<file path="src/rtl/dvi_pkg.sv">
// ---------------------------------------------------------------------------
// dvi_pkg
//   Shared constants and helpers for the DVI 1.0 TMDS encoder:
//   control-period tokens, pipeline latency, running-disparity width,
//   a byte population count and the {C1,C0} -> control token mapping.
// ---------------------------------------------------------------------------
package dvi_pkg;

   localparam int unsigned TMDS_LATENCY = 3;
   localparam int unsigned DISP_W       = 6;

   // Control tokens indexed by {C1, C0}; bit 0 is transmitted first.
   localparam logic [9:0] CTRL_TOKEN_00 = 10'b1101010100;
   localparam logic [9:0] CTRL_TOKEN_01 = 10'b0010101011;
   localparam logic [9:0] CTRL_TOKEN_10 = 10'b0101010100;
   localparam logic [9:0] CTRL_TOKEN_11 = 10'b1010101011;

   // DC-balance decision taken for an active-video symbol.
   typedef enum logic [1:0] {
      BAL_NEUTRAL,   // cnt = 0 or q_m balanced: polarity chosen by q_m[8]
      BAL_INVERT,    // disparity would grow: send inverted q_m
      BAL_KEEP       // disparity shrinks: send q_m as is
   } tmds_bal_e;

   function automatic logic [3:0] popcount8(input logic [7:0] v);
      logic [3:0] n;
      n = '0;
      for (int unsigned i = 0; i < 8; i++) begin
         n = n + {3'b000, v[i]};
      end
      return n;
   endfunction

   function automatic logic [9:0] ctrl_token(input logic c1, input logic c0);
      logic [9:0] t;
      case ({c1, c0})
         2'b00:   t = CTRL_TOKEN_00;
         2'b01:   t = CTRL_TOKEN_01;
         2'b10:   t = CTRL_TOKEN_10;
         default: t = CTRL_TOKEN_11;
      endcase
      return t;
   endfunction

endpackage

</file>
<file path="src/rtl/tmds_channel_encoder.sv">
// ---------------------------------------------------------------------------
// tmds_channel_encoder
//   One DVI 1.0 TMDS channel, 3-stage pipeline:
//     S1 registers inputs and N1(data)
//     S2 registers q_m (transition-minimised word) and N1/N0 of q_m[7:0]
//     S3 registers the 10-bit symbol and the running disparity
//   Ports:
//     clk, reset      pixel clock, asynchronous active-high reset
//     data[7:0]       pixel byte
//     de              data enable (0 = control period)
//     c0, c1          control bits encoded during blanking
//     symbol[9:0]     TMDS symbol, bit 0 transmitted first
//     disparity[5:0]  signed running-disparity counter
// ---------------------------------------------------------------------------
module tmds_channel_encoder
   import dvi_pkg::*;
(
   input  logic              clk,
   input  logic              reset,
   input  logic [7:0]        data,
   input  logic              de,
   input  logic              c0,
   input  logic              c1,
   output logic [9:0]        symbol,
   output logic [DISP_W-1:0] disparity
);

   localparam logic signed [DISP_W-1:0] TWO  = DISP_W'(2);
   localparam logic signed [DISP_W-1:0] ZERO = '0;

   // ---------------- S1 ----------------
   logic [7:0] data_s1_q;
   logic       de_s1_q, c0_s1_q, c1_s1_q;
   logic [3:0] n1_s1_q;

   always_ff @(posedge clk or posedge reset) begin
      if (reset) begin
         data_s1_q <= '0;
         de_s1_q   <= 1'b0;
         c0_s1_q   <= 1'b0;
         c1_s1_q   <= 1'b0;
         n1_s1_q   <= '0;
      end else begin
         data_s1_q <= data;
         de_s1_q   <= de;
         c0_s1_q   <= c0;
         c1_s1_q   <= c1;
         n1_s1_q   <= popcount8(data);
      end
   end

   // ---------------- S2 ----------------
   logic       use_xnor;
   logic [8:0] qm_d;
   logic [3:0] qm_n1_d, qm_n0_d;

   always_comb begin
      use_xnor = (n1_s1_q > 4'd4) || ((n1_s1_q == 4'd4) && !data_s1_q[0]);
      qm_d     = '0;
      qm_d[0]  = data_s1_q[0];
      for (int unsigned i = 1; i < 8; i++) begin
         qm_d[i] = use_xnor ? ~(qm_d[i-1] ^ data_s1_q[i])
                            :  (qm_d[i-1] ^ data_s1_q[i]);
      end
      qm_d[8] = ~use_xnor;
      qm_n1_d = popcount8(qm_d[7:0]);
      qm_n0_d = 4'd8 - qm_n1_d;
   end

   logic [8:0] qm_s2_q;
   logic [3:0] n1_s2_q, n0_s2_q;
   logic       de_s2_q, c0_s2_q, c1_s2_q;

   always_ff @(posedge clk or posedge reset) begin
      if (reset) begin
         qm_s2_q <= '0;
         n1_s2_q <= '0;
         n0_s2_q <= '0;
         de_s2_q <= 1'b0;
         c0_s2_q <= 1'b0;
         c1_s2_q <= 1'b0;
      end else begin
         qm_s2_q <= qm_d;
         n1_s2_q <= qm_n1_d;
         n0_s2_q <= qm_n0_d;
         de_s2_q <= de_s1_q;
         c0_s2_q <= c0_s1_q;
         c1_s2_q <= c1_s1_q;
      end
   end

   // ---------------- S3 ----------------
   logic signed [DISP_W-1:0] cnt_q, cnt_d, diff;
   logic [9:0]               sym_q, sym_d;
   tmds_bal_e                bal;

   always_comb begin
      // diff = N1 - N0 of q_m[7:0], widened to the counter width
      diff = $signed({{(DISP_W-4){1'b0}}, n1_s2_q})
           - $signed({{(DISP_W-4){1'b0}}, n0_s2_q});

      bal = BAL_KEEP;
      if ((cnt_q == ZERO) || (n1_s2_q == n0_s2_q)) begin
         bal = BAL_NEUTRAL;
      end else if ((!cnt_q[DISP_W-1] && (n1_s2_q > n0_s2_q)) ||
                   ( cnt_q[DISP_W-1] && (n0_s2_q > n1_s2_q))) begin
         // cnt = 0 already excluded, so a clear sign bit means cnt > 0
         bal = BAL_INVERT;
      end

      sym_d = ctrl_token(c1_s2_q, c0_s2_q);
      cnt_d = ZERO;
      if (de_s2_q) begin
         case (bal)
            BAL_NEUTRAL: begin
               sym_d = {~qm_s2_q[8], qm_s2_q[8],
                        qm_s2_q[8] ? qm_s2_q[7:0] : ~qm_s2_q[7:0]};
               cnt_d = qm_s2_q[8] ? (cnt_q + diff) : (cnt_q - diff);
            end
            BAL_INVERT: begin
               sym_d = {1'b1, qm_s2_q[8], ~qm_s2_q[7:0]};
               cnt_d = cnt_q + (qm_s2_q[8] ? TWO : ZERO) - diff;
            end
            default: begin
               sym_d = {1'b0, qm_s2_q[8], qm_s2_q[7:0]};
               cnt_d = cnt_q + diff - (qm_s2_q[8] ? ZERO : TWO);
            end
         endcase
      end
   end

   always_ff @(posedge clk or posedge reset) begin
      if (reset) begin
         sym_q <= CTRL_TOKEN_00;
         cnt_q <= '0;
      end else begin
         sym_q <= sym_d;
         cnt_q <= cnt_d;
      end
   end

   assign symbol    = sym_q;
   assign disparity = cnt_q;

endmodule

</file>
<file path="src/rtl/dvi_tmds_encoder.sv">
// ---------------------------------------------------------------------------
// dvi_tmds_encoder
//   DVI 1.0 TMDS encoder, three channels, fixed 3-cycle latency.
//   Parameters:
//     HSYNC_INVERT / VSYNC_INVERT  invert hsync/vsync before use as C0/C1 on ch0
//   Ports:
//     dvi_clk, dvi_reset   pixel clock, asynchronous active-high reset
//     dvi_rgb[31:0]        [7:0] red, [15:8] green, [23:16] blue, [31:24] unused
//     dvi_hsync/vsync      syncs from the timing generator
//     dvi_active_video     data enable
//     tmds_ch0/1/2         blue+sync / green / red symbols, bit 0 first
//     dbg_disparity        {ch2, ch1, ch0} signed running-disparity counters
// ---------------------------------------------------------------------------
module dvi_tmds_encoder
   import dvi_pkg::*;
#(
   parameter logic HSYNC_INVERT = 1'b0,
   parameter logic VSYNC_INVERT = 1'b0
)(
   input  logic                dvi_clk,
   input  logic                dvi_reset,
   input  logic [31:0]         dvi_rgb,
   input  logic                dvi_hsync,
   input  logic                dvi_vsync,
   input  logic                dvi_active_video,
   output logic [9:0]          tmds_ch0,
   output logic [9:0]          tmds_ch1,
   output logic [9:0]          tmds_ch2,
   output logic [3*DISP_W-1:0] dbg_disparity
);

   logic [7:0]        rgb_pad_unused;
   logic              c0_ch0, c1_ch0;
   logic [DISP_W-1:0] disp_ch0, disp_ch1, disp_ch2;

   assign rgb_pad_unused = dvi_rgb[31:24];
   assign c0_ch0         = dvi_hsync ^ HSYNC_INVERT;
   assign c1_ch0         = dvi_vsync ^ VSYNC_INVERT;

   tmds_channel_encoder u_ch0 (
      .clk       (dvi_clk),
      .reset     (dvi_reset),
      .data      (dvi_rgb[23:16]),
      .de        (dvi_active_video),
      .c0        (c0_ch0),
      .c1        (c1_ch0),
      .symbol    (tmds_ch0),
      .disparity (disp_ch0)
   );

   tmds_channel_encoder u_ch1 (
      .clk       (dvi_clk),
      .reset     (dvi_reset),
      .data      (dvi_rgb[15:8]),
      .de        (dvi_active_video),
      .c0        (1'b0),
      .c1        (1'b0),
      .symbol    (tmds_ch1),
      .disparity (disp_ch1)
   );

   tmds_channel_encoder u_ch2 (
      .clk       (dvi_clk),
      .reset     (dvi_reset),
      .data      (dvi_rgb[7:0]),
      .de        (dvi_active_video),
      .c0        (1'b0),
      .c1        (1'b0),
      .symbol    (tmds_ch2),
      .disparity (disp_ch2)
   );

   assign dbg_disparity = {disp_ch2, disp_ch1, disp_ch0};

endmodule

</file>
<file path="config.mk">
export PLATFORM = sky130hd
export DESIGN_NAME = dvi_tmds_encoder
export DESIGN_NICKNAME = d
export VERILOG_FILES = /design/src/rtl/dvi_pkg.sv /design/src/rtl/tmds_channel_encoder.sv /design/src/rtl/dvi_tmds_encoder.sv
export SDC_FILE = /design/constraint.sdc
export NUM_CORES = 1
export LEC_CHECK = 0
export ABC_CLOCK_PERIOD_IN_PS = 9700
export BUFFER_PORTS_ARGS = -buffer_cell sky130_fd_sc_hd__buf_2
export CORE_ASPECT_RATIO = 0.6
export CORE_UTILIZATION = 35
export CTS_CLUSTER_DIAMETER = 150
export DETAILED_ROUTE_END_ITERATION = 6
export GPL_TIMING_DRIVEN = 0
export PLACE_DENSITY = 0.52
export RECOVER_POWER = 25
export REMOVE_ABC_BUFFERS = 1
export SLEW_MARGIN = 10
export SYNTH_ARGS = -nofsm -noshare
export SYNTH_HDL_FRONTEND = slang
export SYNTH_SLANG_ARGS = --single-unit
</file>
<file path="constraint.sdc">
create_clock -name dvi_clk -period 9.7 [get_ports dvi_clk]
set_input_delay 1.94 -clock dvi_clk [delete_from_list [all_inputs] [get_ports dvi_clk]]
set_output_delay 1.94 -clock dvi_clk [all_outputs]
set_load 0.02 [all_outputs]
</file>
Yosys cells after proc, flatten, opt, wreduce, memory -nomap -nowiden
Index checks and enable logic that the tools add are counted.

operators by class
  bitwise logic cells = 51
  multiplexer cells = 52
  equality and inequality tests = 11
  order comparisons = 9
  reduce and logical (&&, ||, !) cells = 31
  $add $sub $neg = 63

operators by type and width
  kind                                                  count
  adder 4 x 1 -> 4 bit                                  36
  one-hot mux 10 bit (2 select lines)                   3
  subtractor 6 bit                                      9
  adder 6 bit                                           6
  2-to-1 mux 6 bit                                      6
  one-hot mux 6 bit (2 select lines)                    3
  2-to-1 mux 10 bit                                     3
  one-hot mux 10 bit (3 select lines)                   1
  inverter 1 bit                                        27
  > comparator 4 bit                                    6
  2-to-1 mux 2 bit                                      12
  2-to-1 mux 8 bit                                      3
  inverter 8 bit                                        3
  2-to-1 mux 1 bit                                      21
  XOR 1 bit                                             21
  logical NOT 6 bit                                     3
  subtractor 4 x 4 -> 5 bit                             3
  adder 1 x 1 -> 2 bit                                  6
  equality test 4 x 3 -> 1 bit (second input constant)  3
  equality test 4 bit                                   3
  > comparator 4 x 3 -> 1 bit (second input constant)   3
  subtractor 4 bit (first input constant)               3
  logical AND 1 bit                                     9
  logical OR 1 bit                                      9
  other kinds (4)                                       15

storage, ports and cells
  bits in registers = 141
  output and inout port bits = 48

Longest topological paths before layout
  depth after elaboration = 24
  depth in mapped cells = 15
  depth with buffers taken out = 15

Hierarchy
From an unflattened synthesis, not the netlist that was laid out.

second synthesis, totals
  cells, all modules = 791
  area, all modules = 8,967.4 µm²

modules (own cells, without submodules)
  module                        sequential area each (µm²)  instances  cells each  area an instance (µm²)
  tmds_channel_encoder (u_ch1)  1,232.4                     1          264         2,997.9
  tmds_channel_encoder (u_ch2)  1,232.4                     1          265         2,984.1
  tmds_channel_encoder (u_ch0)  1,232.4                     1          261         2,981.6
  dvi_tmds_encoder              0.0                         1          1           3.8

Worst setup path before layout
OpenSTA, ideal clock, no wires.

  path kind = input -> register
  start = input port dvi_rgb[16]
  end = register u_ch0.n1_s1_q[1]
  data arrival time = 4,086 ps
  path slack = 5,550 ps
  stages on the path = 9
  cells stage by stage = ha_1 inv_1 fa_1 fa_1 inv_1 fa_1 inv_1 fa_1 inv_1

between the ends
  word-level cells in the longest chain between the ends = 7

ends and longest elaborated chain
  item                               RTL line                    source
  start: declaration                 dvi_tmds_encoder.sv:22      input logic [31:0] dvi_rgb,
  adder 1 x 1 -> 2 bit               dvi_pkg.sv:29               n = n + {3'b000, v[i]};
  adder 4 x 1 -> 4 bit (6 in a row)  dvi_pkg.sv:29
  end signal: assignment             tmds_channel_encoder.sv:48  n1_s1_q <= popcount8(data);
  end: declaration                   tmds_channel_encoder.sv:34  logic [3:0] n1_s1_q;

No other way between the ends.

Final worst setup path
  start = register u_ch1.n1_s1_q[0]
  end = register u_ch1.n0_s2_q[2]

between the ends
  word-level cells in the longest chain between the ends = 24

ends and longest elaborated chain
  item                                                                 RTL line                    source
  start: declaration                                                   tmds_channel_encoder.sv:34
  start signal: assignment                                             tmds_channel_encoder.sv:48
  branches (longest 2 deep; another with > comparator 4 x 3 -> 1 bit)  --
  logical OR 1 bit *                                                   tmds_channel_encoder.sv:58  use_xnor = (n1_s1_q > 4'd4) || ((n1_s1_q == 4'd4) && !data_s1_q[0]);
  2-to-1 mux 1 bit *                                                   tmds_channel_encoder.sv:62  qm_d[i] = use_xnor ? ~(qm_d[i-1] ^ data_s1_q[i])
  net u_ch1.qm_d[1]                                                    tmds_channel_encoder.sv:54  logic [8:0] qm_d;
  branches (longest 18 deep; another with adder 4 x 1 -> 4 bit)        --
  adder 4 x 1 -> 4 bit *                                               dvi_pkg.sv:29
  subtractor 4 bit *                                                   tmds_channel_encoder.sv:67  qm_n0_d = 4'd8 - qm_n1_d;
  net u_ch1.qm_n0_d[2]                                                 tmds_channel_encoder.sv:55  logic [3:0] qm_n1_d, qm_n0_d;
  end signal: assignment                                               tmds_channel_encoder.sv:85  n0_s2_q <= qm_n0_d;
  end: declaration                                                     tmds_channel_encoder.sv:71  logic [3:0] n1_s2_q, n0_s2_q;

Mark *: on every way through the listed nets, which the timed path passes.

==> load_flow_metrics.sql <==
INSERT INTO impl_metrics (metric_group, metric, value, unit) VALUES
('cts', 'root_buffer', 'sky130_fd_sc_hd__clkbuf_16', ''),
('setup_path', 'critical_path.most_common_cell', 'sky130_fd_sc_hd__fa_1', ''),
('finish', 'drive_gt1_share', '13.01', '%'),
('setup_path', 'setup.worst_path.end', 'u_ch1.n0_s2_q[2]', ''),
('cts', 'cts_max_level', '4', ''),
('setup_path', 'crit_type', 'flip-flop to flip-flop', ''),
('finish', 'final-seq-area', '3397', 'um^2'),
('logic_synthesis', 'synthDominantCellAreaShare', '36.25', '%'),
('placement', 'gp_congestion', '0.8535', ''),
('finish', 'multi_input_gate_area', '4358', 'um^2'),
('setup_path', 'r2r_start', 'u_ch1.n1_s1_q[0]', ''),
('detailed_routing', 'ant_nets', '0', ''),
('sta', 'final.setup_skew', '0.01437', 'ns'),
('sta', 'slew_at_the_pin_closest_to_its_max_slew_limit', '1.487', 'ns'),
('setup_path', 'r2r_cells', '14', ''),
('setup_path', 'timing.critical_path.arrival', '4.39', 'ns'),
('setup_path', 'critical_path.cell_chain', 'nor2_1 > nand2_1 > a21oi_1 > xnor2_1 > ha_1 > inv_1 > fa_1 > inv_1 > fa_1 > fa_1 > inv_1 > fa_1 > ha_1 > xnor2_1', ''),
('floorplan', 'start_util', '35.80', '%'),
('job', 'max_cap_viol_count', '0', ''),
('cts', 'post_cts_resized', '0', ''),
('finish', 'layout-area-overhead-vs-synth', '15.88', '%'),
('setup_path', 'critical-path-slowest-cell', 'sky130_fd_sc_hd__a21oi_1', ''),
('setup_path', 'slowest_delay', '0.59', 'ns'),
('placement', 'post-place-ws', '5.342', 'ns'),
('setup_path', 'r2r-end', 'u_ch1.n0_s2_q[2]', ''),
('setup_path', 'path_buf_inv', '3', ''),
('setup_path', 'r2r_setup_slack', '5.62', 'ns'),
('grt', 'grt_max_degree', '113', ''),
('sta', 'slew_limit_headroom', '0.8710', '%'),
('detailed_routing', 'routed_len_inst', '14.34', 'um'),
('placement', 'place.detailed.hpwl', '13000', 'um'),
('logic_synthesis', 'netlist.top_cell.by_area', 'sky130_fd_sc_hd__dfrtp_1', ''),
('setup_path', 'cp-start-kind', 'flip-flop', ''),
('grt', 'grt_first_pass_wirelength', '27810', 'um'),
('logic_synthesis', 'ys_top_cells_by_count', 'sky130_fd_sc_hd__inv_1 (123), sky130_fd_sc_hd__dfrtp_1 (120), sky130_fd_sc_hd__xnor2_1 (84)', ''),
('sta', 'hold_violations', '0', ''),
('cts', 'cts_buffers', '17', ''),
('logic_synthesis', 'synthesis.area', '8283', 'um^2'),
('sta', 'fmax', '244.9', 'MHz'),
('cts', 'tritoncts', 'done', ''),
('floorplan', 'design.die.area', '24300', 'um^2'),
('sta', 'finalSetupViolCount', '0', ''),
('logic_synthesis', 'synth.most_common_cell', 'sky130_fd_sc_hd__inv_1', ''),
('grt', 'antenna_found_initial', '0', ''),
('sta', 'final_critical_delay_including_setup_and_external_delays', '4.083', 'ns'),
('cts', 'cts_hold_buffers', '0', ''),
('detailed_routing', 'drt_iter0_markers', '298', ''),
('grt', 'grt_pass1_vias', '5027', ''),
('detailed_routing', 'detailroute.via_count', '5047', ''),
('sta', 'fin_tns_setup', '0', 'ns'),
('floorplan', 'ios', '85', ''),
('setup_path', 'crit_required', '10.01', 'ns'),
('logic_synthesis', 'ys_seq_area_share', '41.01', '%'),
('sta', 'layout_setup_ws', '5.617', 'ns'),
('cts', 'clkSlewWorstSetupHoldPaths', '0.07', 'ns'),
('run_status', 'status', 'completed', ''),
('detailed_routing', 'first_pass_iters', '5', ''),
('cts', 'clkLatencyLatePin', '0.43', 'ns'),
('finish', 'num_antenna_cells', '0', ''),
('detailed_routing', 'routed_via_density', '4.292', ''),
('detailed_routing', 'number_of_remaining_drc_errors', '0', ''),
('logic_synthesis', 'synth_seq_cells', '135', ''),
('cts', 'clock_path_buffers', '2', ''),
('sta', 'finalMaxSlewViolations', '0', ''),
('logic_synthesis', 'synthesis.area_per_instance', '10.86', 'um^2'),
('cts', 'numClockSinks', '135', ''),
('floorplan', 'placeableCoreArea', '23130', 'um^2'),
('logic_synthesis', 'synth_cell_type_count', '44', ''),
('setup_path', 'worstSetupPathDepth', '14', ''),
('setup_path', 'worstPathMaxFanout', '5', ''),
('min_path', 'worst_hold_path_type', 'flip-flop to flip-flop', '');
-- registers in the layout, indices dropped and copies added, names as in the netlist, 4 cells and up --
register         count
u_ch0.n1_s1_q        4
u_ch0.qm_s2_q        9
u_ch2.disparity      6
u_ch2.n1_s1_q        4
u_ch2.data_s1_q      8
u_ch2.symbol        10
u_ch0.data_s1_q      8
u_ch1.symbol        10
u_ch1.disparity      6
u_ch2.qm_s2_q        9
u_ch1.qm_s2_q        9
u_ch0.symbol        10
u_ch1.n1_s1_q        4
u_ch0.disparity      6
u_ch1.data_s1_q      8
-- per-stage QoR --
stage	cells	hold WS, ns	utilization [%]	instance area, um^2
after floorplan	752	0.3312	-	8237
after global placement	1143	0.3328	38.95	9011
after detailed placement	1144	0.3356	39.11	9047
after CTS	1176	0.3491	41.68	9642
after global routing	1176	0.3591	41.49	9598
final	1176	0.3496	41.49	9598
-- cells in the final DEF (no fill, tap or decap), drive strengths merged, types with 2 or more instances in the layout --
| cell type | instances |
|---|---|
| a211oi | 10 |
| a21o | 14 |
| a21oi | 34 |
| a22o | 2 |
| a31oi | 5 |
| and2 | 3 |
| buf | 55 |
| bufinv | 2 |
| clkbuf | 39 |
| clkinv | 4 |
| clkinvlp | 7 |
| dfrtp | 120 |
| dfstp | 15 |
| fa | 39 |
| ha | 82 |
| inv | 128 |
| mux2 | 2 |
| mux2i | 16 |
| nand2 | 20 |
| nand2b | 9 |
| nand3 | 6 |
| nor2 | 58 |
| nor2b | 12 |
| nor3 | 9 |
| nor4 | 2 |
| o2111ai | 3 |
| o211ai | 3 |
| o21a | 3 |
| o21ai | 9 |
| o22ai | 2 |
| o2bb2ai | 3 |
| or2 | 2 |
| or3 | 3 |
| xnor2 | 86 |
| xor2 | 47 |
-- worst reg2reg max path, cell delays in order, from the launching register on --
cell and delay (ns):
sky130_fd_sc_hd__dfrtp_1 0.36, sky130_fd_sc_hd__nor2_1 0.10, sky130_fd_sc_hd__nand2_1 0.06, sky130_fd_sc_hd__a21oi_1 0.59
sky130_fd_sc_hd__xnor2_1 0.21, sky130_fd_sc_hd__ha_1 0.32, sky130_fd_sc_hd__inv_1 0.05, sky130_fd_sc_hd__fa_1 0.49
sky130_fd_sc_hd__inv_1 0.05, sky130_fd_sc_hd__fa_1 0.47, sky130_fd_sc_hd__fa_1 0.41, sky130_fd_sc_hd__inv_1 0.09
sky130_fd_sc_hd__fa_1 0.43, sky130_fd_sc_hd__ha_1 0.22, sky130_fd_sc_hd__xnor2_1 0.13
-- logic make-up after synthesis --
logic type	Yosys count	synth area share (%)
xor+xnor	133	14.24
compound gates	93	7.251
fa+ha+maj	121	21.81
flops	135	41.01
simple gates	126	7.054
mux	18	2.356
buf+inv	137	6.269
-- layer usage --
metal / vias up / GRT usage, % / part of all wire (%)
li1: 2595 / - / -
met4: 0 / 4.151 / 0.87
met3: 11 / 4.055 / 4.4
met2: 79 / 17.99 / 36
met1: 2362 / 24.69 / 59
met5: - / 0 / 0
-- area by class of cell --
| cell class | count | area share [%] |
|---|---|---|
| multi-input cells | 491 | 45.40 |
| flip-flops and latches | 135 | 35.39 |
| inverters | 126 | 4.941 |
| clock buffers | 17 | 4.432 |
| well taps | 315 | 4.106 |
| repair buffers | 77 | 3.963 |
| clock inverters | 15 | 1.760 |
-- worst min-delay path by stage --
stage	startpoint	to	slack [ns]	cells past startpoint
after floorplan	u_ch0.c0_s1_q	u_ch0.c0_s2_q	0.33	0
after global placement	u_ch0.c1_s1_q	u_ch0.c1_s2_q	0.33	0
after detailed placement	u_ch0.c1_s1_q	u_ch0.c1_s2_q	0.34	0
after CTS	u_ch0.c1_s1_q	u_ch0.c1_s2_q	0.35	0
after global routing	u_ch0.de_s1_q	u_ch0.de_s2_q	0.36	0
final	u_ch0.c1_s1_q	u_ch0.c1_s2_q	0.35	0
Power is left out: the tool's default activity adds up to more than one toggle a clock period on the data nets, which glitch-free logic cannot reach.
